===== config.mk =====
export PLATFORM = sky130hd
export DESIGN_NAME = debounce_toggle_leds
export DESIGN_NICKNAME = d
export VERILOG_FILES = /design/src/rtl/debounce_toggle_leds.sv
export SDC_FILE = /design/constraint.sdc
export NUM_CORES = 1
export LEC_CHECK = 0
export ABC_AREA = 1
export BUFFER_PORTS_ARGS = -buffer_cell sky130_fd_sc_hd__buf_4
export CELL_PAD_IN_SITES_DETAIL_PLACEMENT = 0
export CELL_PAD_IN_SITES_GLOBAL_PLACEMENT = 2
export CORE_ASPECT_RATIO = 0.5
export CORE_UTILIZATION = 26
export DETAILED_ROUTE_END_ITERATION = 10
export GPL_ROUTABILITY_DRIVEN = 1
export PLACE_DENSITY_LB_ADDON = 0.1
export SYNTH_ARGS = -nofsm -noshare
export SYNTH_HDL_FRONTEND = slang
export SYNTH_SLANG_ARGS = --single-unit

===== constraint.sdc =====
create_clock -name i_Clk -period 1.8 [get_ports i_Clk]
set_clock_uncertainty 0.2 [all_clocks]
set_input_delay 0.54 -clock i_Clk [delete_from_list [all_inputs] [get_ports i_Clk]]
set_output_delay 0.54 -clock i_Clk [all_outputs]
set_load 0.03 [all_outputs]

===== src/rtl/debounce_toggle_leds.sv =====
// debounce_toggle_leds
// Multi-channel push-button to LED controller. Each channel runs its raw
// switch through a 2-flop synchroniser, normalises polarity so that
// pressed = 1, debounces with a stability counter and drives its LED in
// toggle mode (flip on each debounced release) or momentary mode (LED
// follows the debounced level). One-cycle press/release pulses are exported.
//
// Ports:
//   i_Clk           system clock, rising edge
//   i_Rst_n         asynchronous active-low reset
//   i_Switch        raw asynchronous switch levels, one bit per channel
//   i_Clear         synchronous clear of all toggle-mode LEDs
//   o_LED           registered LED drive, 1 = lit
//   o_Pressed       debounced level, 1 = pressed
//   o_Press_Pulse   one-cycle pulse on debounced press
//   o_Release_Pulse one-cycle pulse on debounced release
module debounce_toggle_leds #(
  parameter int                NUM_CH            = 4,
  parameter int                DEBOUNCE_CYCLES   = 250000,
  parameter int                SWITCH_ACTIVE_LOW = 1,
  parameter logic [NUM_CH-1:0] TOGGLE_MASK       = {NUM_CH{1'b1}}
) (
  input  logic              i_Clk,
  input  logic              i_Rst_n,
  input  logic [NUM_CH-1:0] i_Switch,
  input  logic              i_Clear,
  output logic [NUM_CH-1:0] o_LED,
  output logic [NUM_CH-1:0] o_Pressed,
  output logic [NUM_CH-1:0] o_Press_Pulse,
  output logic [NUM_CH-1:0] o_Release_Pulse
);

  localparam int CW = $clog2(DEBOUNCE_CYCLES + 1);
  localparam logic [CW-1:0] CNT_LAST = CW'(DEBOUNCE_CYCLES - 1);
  // Raw level of a released switch; XOR with it turns the synchronised
  // level into "pressed = 1" regardless of board polarity.
  localparam logic [NUM_CH-1:0] RELEASED =
    (SWITCH_ACTIVE_LOW != 0) ? {NUM_CH{1'b1}} : {NUM_CH{1'b0}};

  logic [NUM_CH-1:0]         r_sync1;
  logic [NUM_CH-1:0]         r_sync2;
  logic [NUM_CH-1:0][CW-1:0] r_cnt;
  logic [NUM_CH-1:0]         r_pressed;
  logic [NUM_CH-1:0]         r_press_pulse;
  logic [NUM_CH-1:0]         r_release_pulse;
  logic [NUM_CH-1:0]         r_led;

  logic [NUM_CH-1:0]         w_level;
  logic [NUM_CH-1:0][CW-1:0] w_cnt_nxt;
  logic [NUM_CH-1:0]         w_pressed_nxt;
  logic [NUM_CH-1:0]         w_press_ev;
  logic [NUM_CH-1:0]         w_release_ev;
  logic [NUM_CH-1:0]         w_led_nxt;

  assign w_level = r_sync2 ^ RELEASED;

  // Two-flop synchroniser, preloaded to the released level so reset never
  // looks like a press.
  always_ff @(posedge i_Clk or negedge i_Rst_n) begin
    if (!i_Rst_n) begin
      r_sync1 <= RELEASED;
      r_sync2 <= RELEASED;
    end else begin
      r_sync1 <= i_Switch;
      r_sync2 <= r_sync1;
    end
  end

  // Debounce counters, event detection and LED next-state per channel.
  always_comb begin
    w_cnt_nxt     = r_cnt;
    w_pressed_nxt = r_pressed;
    w_press_ev    = {NUM_CH{1'b0}};
    w_release_ev  = {NUM_CH{1'b0}};
    w_led_nxt     = r_led;
    for (int ch = 0; ch < NUM_CH; ch++) begin
      if (w_level[ch] != r_pressed[ch]) begin
        // The new level has now been seen for DEBOUNCE_CYCLES edges.
        if (r_cnt[ch] == CNT_LAST) begin
          w_cnt_nxt[ch]     = {CW{1'b0}};
          w_pressed_nxt[ch] = w_level[ch];
          w_press_ev[ch]    = w_level[ch];
          w_release_ev[ch]  = ~w_level[ch];
        end else begin
          w_cnt_nxt[ch] = r_cnt[ch] + CW'(1);
        end
      end else begin
        // Level returned to the accepted value: reject the glitch.
        w_cnt_nxt[ch] = {CW{1'b0}};
      end

      if (TOGGLE_MASK[ch]) begin
        // Clear wins over a coincident release toggle.
        if (i_Clear) begin
          w_led_nxt[ch] = 1'b0;
        end else if (w_release_ev[ch]) begin
          w_led_nxt[ch] = ~r_led[ch];
        end else begin
          w_led_nxt[ch] = r_led[ch];
        end
      end else begin
        w_led_nxt[ch] = w_pressed_nxt[ch];
      end
    end
  end

  // Debouncer, pulse and LED state registers.
  always_ff @(posedge i_Clk or negedge i_Rst_n) begin
    if (!i_Rst_n) begin
      r_cnt           <= {(NUM_CH*CW){1'b0}};
      r_pressed       <= {NUM_CH{1'b0}};
      r_press_pulse   <= {NUM_CH{1'b0}};
      r_release_pulse <= {NUM_CH{1'b0}};
      r_led           <= {NUM_CH{1'b0}};
    end else begin
      r_cnt           <= w_cnt_nxt;
      r_pressed       <= w_pressed_nxt;
      r_press_pulse   <= w_press_ev;
      r_release_pulse <= w_release_ev;
      r_led           <= w_led_nxt;
    end
  end

  assign o_LED           = r_led;
  assign o_Pressed       = r_pressed;
  assign o_Press_Pulse   = r_press_pulse;
  assign o_Release_Pulse = r_release_pulse;

endmodule


==> flow_summary.ini, run 1 <==
[clock_network]
clock_path_buffers = 2
root_buffer = clkbuf_16
clkTransAtPathRegs_ns = 0.08
cts_made_buffers = 9
h-tree-depth = 3
cts_tree = done
cts.sinks = 96
clock_latency_ns = 0.35

[final_layout]
area_growth_pct = 21.7
final_nets = 710
final_layout_size_suffix_gt1_share_pct = 17.9
num_antenna_cells = 0

[yosys]
synth_top_area_share_pct = 44.7
ys_seq_elements = 96
async_flop_share_pct = 100
netlist_instances = 641
seq_area_frac_synth_pct = 49.0
yosys.area.top_type = dfrtp_1
syn_area_per_cell_sq_um = 7.68
synth-edff-count = 0
synth_area_leaders = dfrtp_1, nor2_1, nand2_1
syn-num-nets = 652
ys_types = 25
ys.flop_type = dfrtp_1
ys_warn_count = 0
syn_area_sq_um = 4920

[worst_hold_path]
hold_path_class = in -> reg

[worst_setup_path]
path_class = reg -> out
start_kind = flop
path_buf_inv = 1
slowest_delay_ns = 0.43
crit_path_end_kind = output pin
crit_slowest_cell = dfrtp_1
path_max_fanout = 5
crit_chain = buf_4
cp.required_ns = 1.06
cp_top_family = flip-flops
crit_arrival_ns = 0.96

[sta]
max_freq_mhz = 588
worst_slew_pin_slew_ns = 0.527
finalHoldViolCount = 0
period_share_pct = 94.5
grt_setup_unrepaired = no
drv_slew = 0
max-slew-margin-rel_pct = 64.9
setup_viol = 0
fin_tns_setup_ns = 0
min_period_ns = 1.70

[detailed_routing]
drt_wl_total_microns = 12300
num_vias = 4056
wl_per_cell_microns = 12.8
vias_per_cell = 4.21
ant_nets = 0
dr.pass1.iters = 7
drc_errors = 0
drt_iter0_markers = 120

[global_routing]
grt_max_degree = 75
grt_use_total_pct = 13.8
grt_pass1_wl_microns = 20800
grt_pass1_vias = 4079
antenna_found_initial = 0
grt_overflow = 0

[pwr]
p_int_mw = 3.21
p_total_mw = 4.26
p_leak_nw = 2.67
power.net_switching_mw = 1.05
peakVddDrop_uv = 467
pwr-share-comb_pct = 3.8
clkPwrFrac_pct = 44.2
seqPwrFrac_pct = 52.0
power_density_nw_per_um2 = 711
swShare_pct = 24.7

[floorplan]
die_y_microns = 99.3
design.die.area_sq_um = 19500
fp-row-count = 35
core-area_sq_um = 18500
io_pins = 23
start_util_pct = 26.6
die_w_microns = 197

[placement]
dp_hpwl_microns = 9220
place_congestion = 0.733
portBuffers = 22

[run]
cap_violations = 0

[outcome]
status = complete, no violations
final timing paths:
path,start,to,slack [ns],depth (start not counted)
max in group asynchronous,i_Rst_n,r_sync1[2],0.44,3
setup / recovery,o_Pressed[2],o_Pressed[2],0.1,1
hold / removal,i_Switch[1],r_sync1[1],0.09,1
min in group asynchronous,i_Rst_n,o_Press_Pulse[3],0.56,3
setup reg to reg,r_cnt[18],r_cnt[25],0.11,8
hold reg to reg,r_sync1[1],r_sync2[1],0.16,0
Yosys cell counts, types with 2 or more instances:
| library cell | n |
|---|---|
| nor2_1 | 163 |
| nand2_1 | 127 |
| dfrtp_1 | 88 |
| inv_1 | 60 |
| nand3_1 | 54 |
| nor3_1 | 22 |
| xor2_1 | 19 |
| inv_2 | 17 |
| nor2_2 | 13 |
| nand4_1 | 12 |
| xnor2_1 | 12 |
| a21oi_1 | 11 |
| dfstp_2 | 8 |
| nand2_2 | 6 |
| o21ai_0 | 5 |
| ha_1 | 4 |
| nand3b_1 | 4 |
| nor2_4 | 4 |
| and2_1 | 3 |
| o21ai_2 | 3 |
| o21ai_1 | 2 |
registers in the layout, indices dropped and copies added, names as in the netlist:
| register | count |
|---|---|
| r_sync2 | 4 |
| o_LED | 4 |
| r_cnt | 72 |
| r_sync1 | 4 |
| o_Pressed | 4 |
| o_Release_Pulse | 4 |
| o_Press_Pulse | 4 |
cell type report:
| type | instances | area (sq um) |
|---|---|---|
| fill | 1992 | 12500 |
| sequential | 96 | 2410 |
| multi-input combinational | 467 | 2310 |
| timing repair buffer | 47 | 368 |
| tap | 259 | 324 |
| inverter | 78 | 293 |
| clock buffer | 9 | 225 |
| clock inverter | 7 | 62.6 |
what timing repair did:
action,CTS,global route
setup endpoints to repair,0,39
setup buffers,0,1
gates resized for setup,0,19
hold buffers,1,0
hold endpoints to repair,6,0
layer usage:
metal	GRT usage, %	share of wire [%]	vias up
li1	-	-	2125
met1	19.0	53	1879
met5	0	0	-
met2	21.5	43	41
met4	3.82	1.1	0
met3	3.66	2.8	11
kinds of logic after synthesis:
group / count (synthesis) / share of synthesized area, %
and+or+nand+nor: 410 / 36.0
DFF: 96 / 49.0
buffers and inverters: 78 / 5.95
xor gates and xnor gates: 31 / 5.51
AOI/OAI and AO/OA: 22 / 2.54
adders and majority gates: 4 / 1.02
cell usage in the layout, fill, tap and decap left out, types with 7 or more instances in the layout:
master | netlist | layout
xor2_1 | 19 | 19
a21oi_1 | 11 | 9
nor3_1 | 22 | 20
dfstp_2 | 8 | 8
xnor2_1 | 12 | 12
buf_4 | 0 | 45
nor2_2 | 13 | 13
nor2_4 | 4 | 7
inv_2 | 17 | 17
clkbuf_16 | 0 | 9
dfrtp_1 | 88 | 88
nand2_2 | 6 | 8
inv_1 | 60 | 60
nand2_1 | 127 | 124
nand4_1 | 12 | 12
nor2_1 | 163 | 160
nand3_1 | 54 | 53
power groups by stage:
stage	sequential (mW)	combinational [mW]	clock, mW
floorplan	2.25	0.0613	0
global placement	2.26	0.163	0
detailed placement	2.26	0.163	0
CTS	2.22	0.165	2.00
global route	2.22	0.191	2.08
finish	2.22	0.162	1.88
through the flow:
step | hold slack, ns | setup slack, ns | utilization [%] | cell area, sq um | std cells
floorplan | 0.0444 | 0.237 | - | 4920 | 641
global placement | 0.146 | 0.0714 | 30.3 | 5600 | 945
detailed placement | 0.147 | 0.0630 | 30.3 | 5600 | 945
CTS | 0.0679 | 0.0339 | 31.9 | 5900 | 962
global route | 0.0620 | 0.000916 | 32.4 | 5990 | 963
finish | 0.0914 | 0.0987 | 32.4 | 5990 | 963
Note: power is estimated with default switching activity, not from simulation.
==> inputs of run 2 (changes only) <==
--- a/config.mk
+++ b/config.mk
@@ -14,6 +14,7 @@
 export DETAILED_ROUTE_END_ITERATION = 10
 export GPL_ROUTABILITY_DRIVEN = 1
 export PLACE_DENSITY_LB_ADDON = 0.1
+export RECOVER_POWER = 50
 export SYNTH_ARGS = -nofsm -noshare
 export SYNTH_HDL_FRONTEND = slang
 export SYNTH_SLANG_ARGS = --single-unit
==> flow_summary.ini, run 2 (synthesized netlist as in run 1, its figures left out) <==
[final_layout]
final_layout_size_suffix_gt1_share_pct = 17.8
n_fill_cell = 1993
instances_no_fill = 963
area_growth_pct = 21.5
layout_common_cells = nor2_1, nand2_1, dfrtp_1, inv_1, nand3_1
multi_input_area_sq_um = 2310
register_area_sq_um = 2410
final_nets = 710
largest_reg_flops = 72
largest_register = r_cnt
final_common_cell = nor2_1
num_antenna_cells = 0

[worst_setup_path]
cp.depth = 1
r2r-start = r_cnt[18]
rr_worst_depth = 8
start_kind = flop
slowest_delay_ns = 0.43
crit_slowest_cell = dfrtp_1
path_max_fanout = 5
crit_arrival_ns = 0.96
cp.required_ns = 1.06
rrSetupSlack_ns = 0.1
regToRegEndpoint = r_cnt[25]
crit_chain = buf_4
path_buf_inv = 1
path_class = reg -> out
cp_top_family = flip-flops
crit_path_end_kind = output pin

[floorplan]
io_pins = 23
start_util_pct = 26.6
core-area_sq_um = 18500
fp-row-count = 35
die_y_microns = 99.3
die_w_microns = 197
design.die.area_sq_um = 19500

[sta]
grt_setup_unrepaired = no
period_share_pct = 94.5
fin_tns_setup_ns = 0
worst_slew_pin_slew_ns = 0.626
setup_viol = 0
finalHoldViolCount = 0
max_freq_mhz = 588
drv_slew = 0
max-slew-margin-rel_pct = 58.3
min_period_ns = 1.70

[detailed_routing]
ant_nets = 0
num_vias = 4049
vias_per_cell = 4.20
drt_wl_total_microns = 12300
dr.pass1.iters = 5
wl_per_cell_microns = 12.7
drt_iter0_markers = 111
drc_errors = 0

[global_routing]
grt_max_degree = 75
grt_overflow = 0
antenna_found_initial = 0
grt_pass1_wl_microns = 20800
grt_pass1_vias = 4079
grt_use_total_pct = 13.8

[clock_network]
cts_made_buffers = 9
clock_latency_ns = 0.35
clock_path_buffers = 2
cts.sinks = 96
root_buffer = clkbuf_16
h-tree-depth = 3
clkTransAtPathRegs_ns = 0.07
cts_tree = done

[pwr]
pwr-share-comb_pct = 3.7
power.net_switching_mw = 1.05
clkPwrFrac_pct = 44.2
seqPwrFrac_pct = 52.0
peakVddDrop_uv = 467
swShare_pct = 24.7
p_leak_nw = 2.67
p_int_mw = 3.21
power_density_nw_per_um2 = 712

[worst_hold_path]
worstHoldStart = i_Switch[1]
worstHoldPathCells = 1
hold_path_class = in -> reg
min_to = r_sync1[1]

[placement]
place_congestion = 0.733
dp_hpwl_microns = 9220
portBuffers = 22
place_inst = 945

[outcome]
status = complete, no violations

[run]
cap_violations = 0
==> run 2: cell types whose count changed in the layout (fill, tap and decap cells not counted), sizes merged <==
cell,before,now
clkbuf,9,15
buf,46,40
==> run 2: worst max-delay path by stage <==
stage	from	end	slack, ns
2_1_floorplan	o_Pressed[3]	r_cnt[67]	0.24
3_5_place_dp	r_cnt[36]	r_cnt[48]	0.06
3_3_place_gp	r_cnt[28]	r_cnt[25]	0.07
6_report	o_Pressed[2]	o_Pressed[2]	0.1
5_1_grt	r_cnt[18]	r_cnt[31]	0.0009
4_1_cts	r_cnt[36]	r_cnt[52]	0.03
==> run 2: power by group through the flow <==
stage                     sequential [mW]  combinational, mW  clock [mW]
after global placement               2.26              0.163           0
after floorplan                      2.25             0.0613           0
after detailed placement             2.26              0.163           0
after CTS                            2.22              0.165        2.00
final                                2.22              0.159        1.88
after global routing                 2.22              0.188        2.08
==> run 2: repair_timing <==
| item | CTS | global route |
|---|---|---|
| hold buffers | 1 | 0 |
| endpoints found under the hold margin | 6 | 0 |
| buffers inserted | 0 | 1 |
| resized for setup | 0 | 19 |
| setup endpoints to repair | 0 | 39 |
==> run 2: final cells by class <==
type / count / area share, %
clock buffer: 9 / 3.76
clock inverter: 7 / 1.05
inverter: 78 / 4.89
multi-input combinational: 467 / 38.5
sequential: 96 / 40.3
tap: 259 / 5.41
timing repair buffer: 47 / 6.04
==> run 2: per-layer routing <==
layer	vias to the layer above	GRT usage (%)	routed length (microns)
met5	-	0	0
met4	0	3.82	141
met3	11	3.66	343
met2	40	21.5	5300
met1	1876	19.0	6460
li1	2122	-	-
==> run 2: per-stage QoR <==
stage          power, mW  util (%)  setup WS (ns)  hold slack [ns]  area [sq um]
3_5_place_dp        2.42      30.3         0.0630            0.147          5600
2_1_floorplan       2.32         -          0.237           0.0444          4920
6_report            4.26      32.4         0.0986           0.0939          5990
5_1_grt             4.49      32.4       0.000916           0.0632          5990
4_1_cts             4.39      31.9         0.0339           0.0679          5900
3_3_place_gp        2.42      30.3         0.0714            0.146          5600
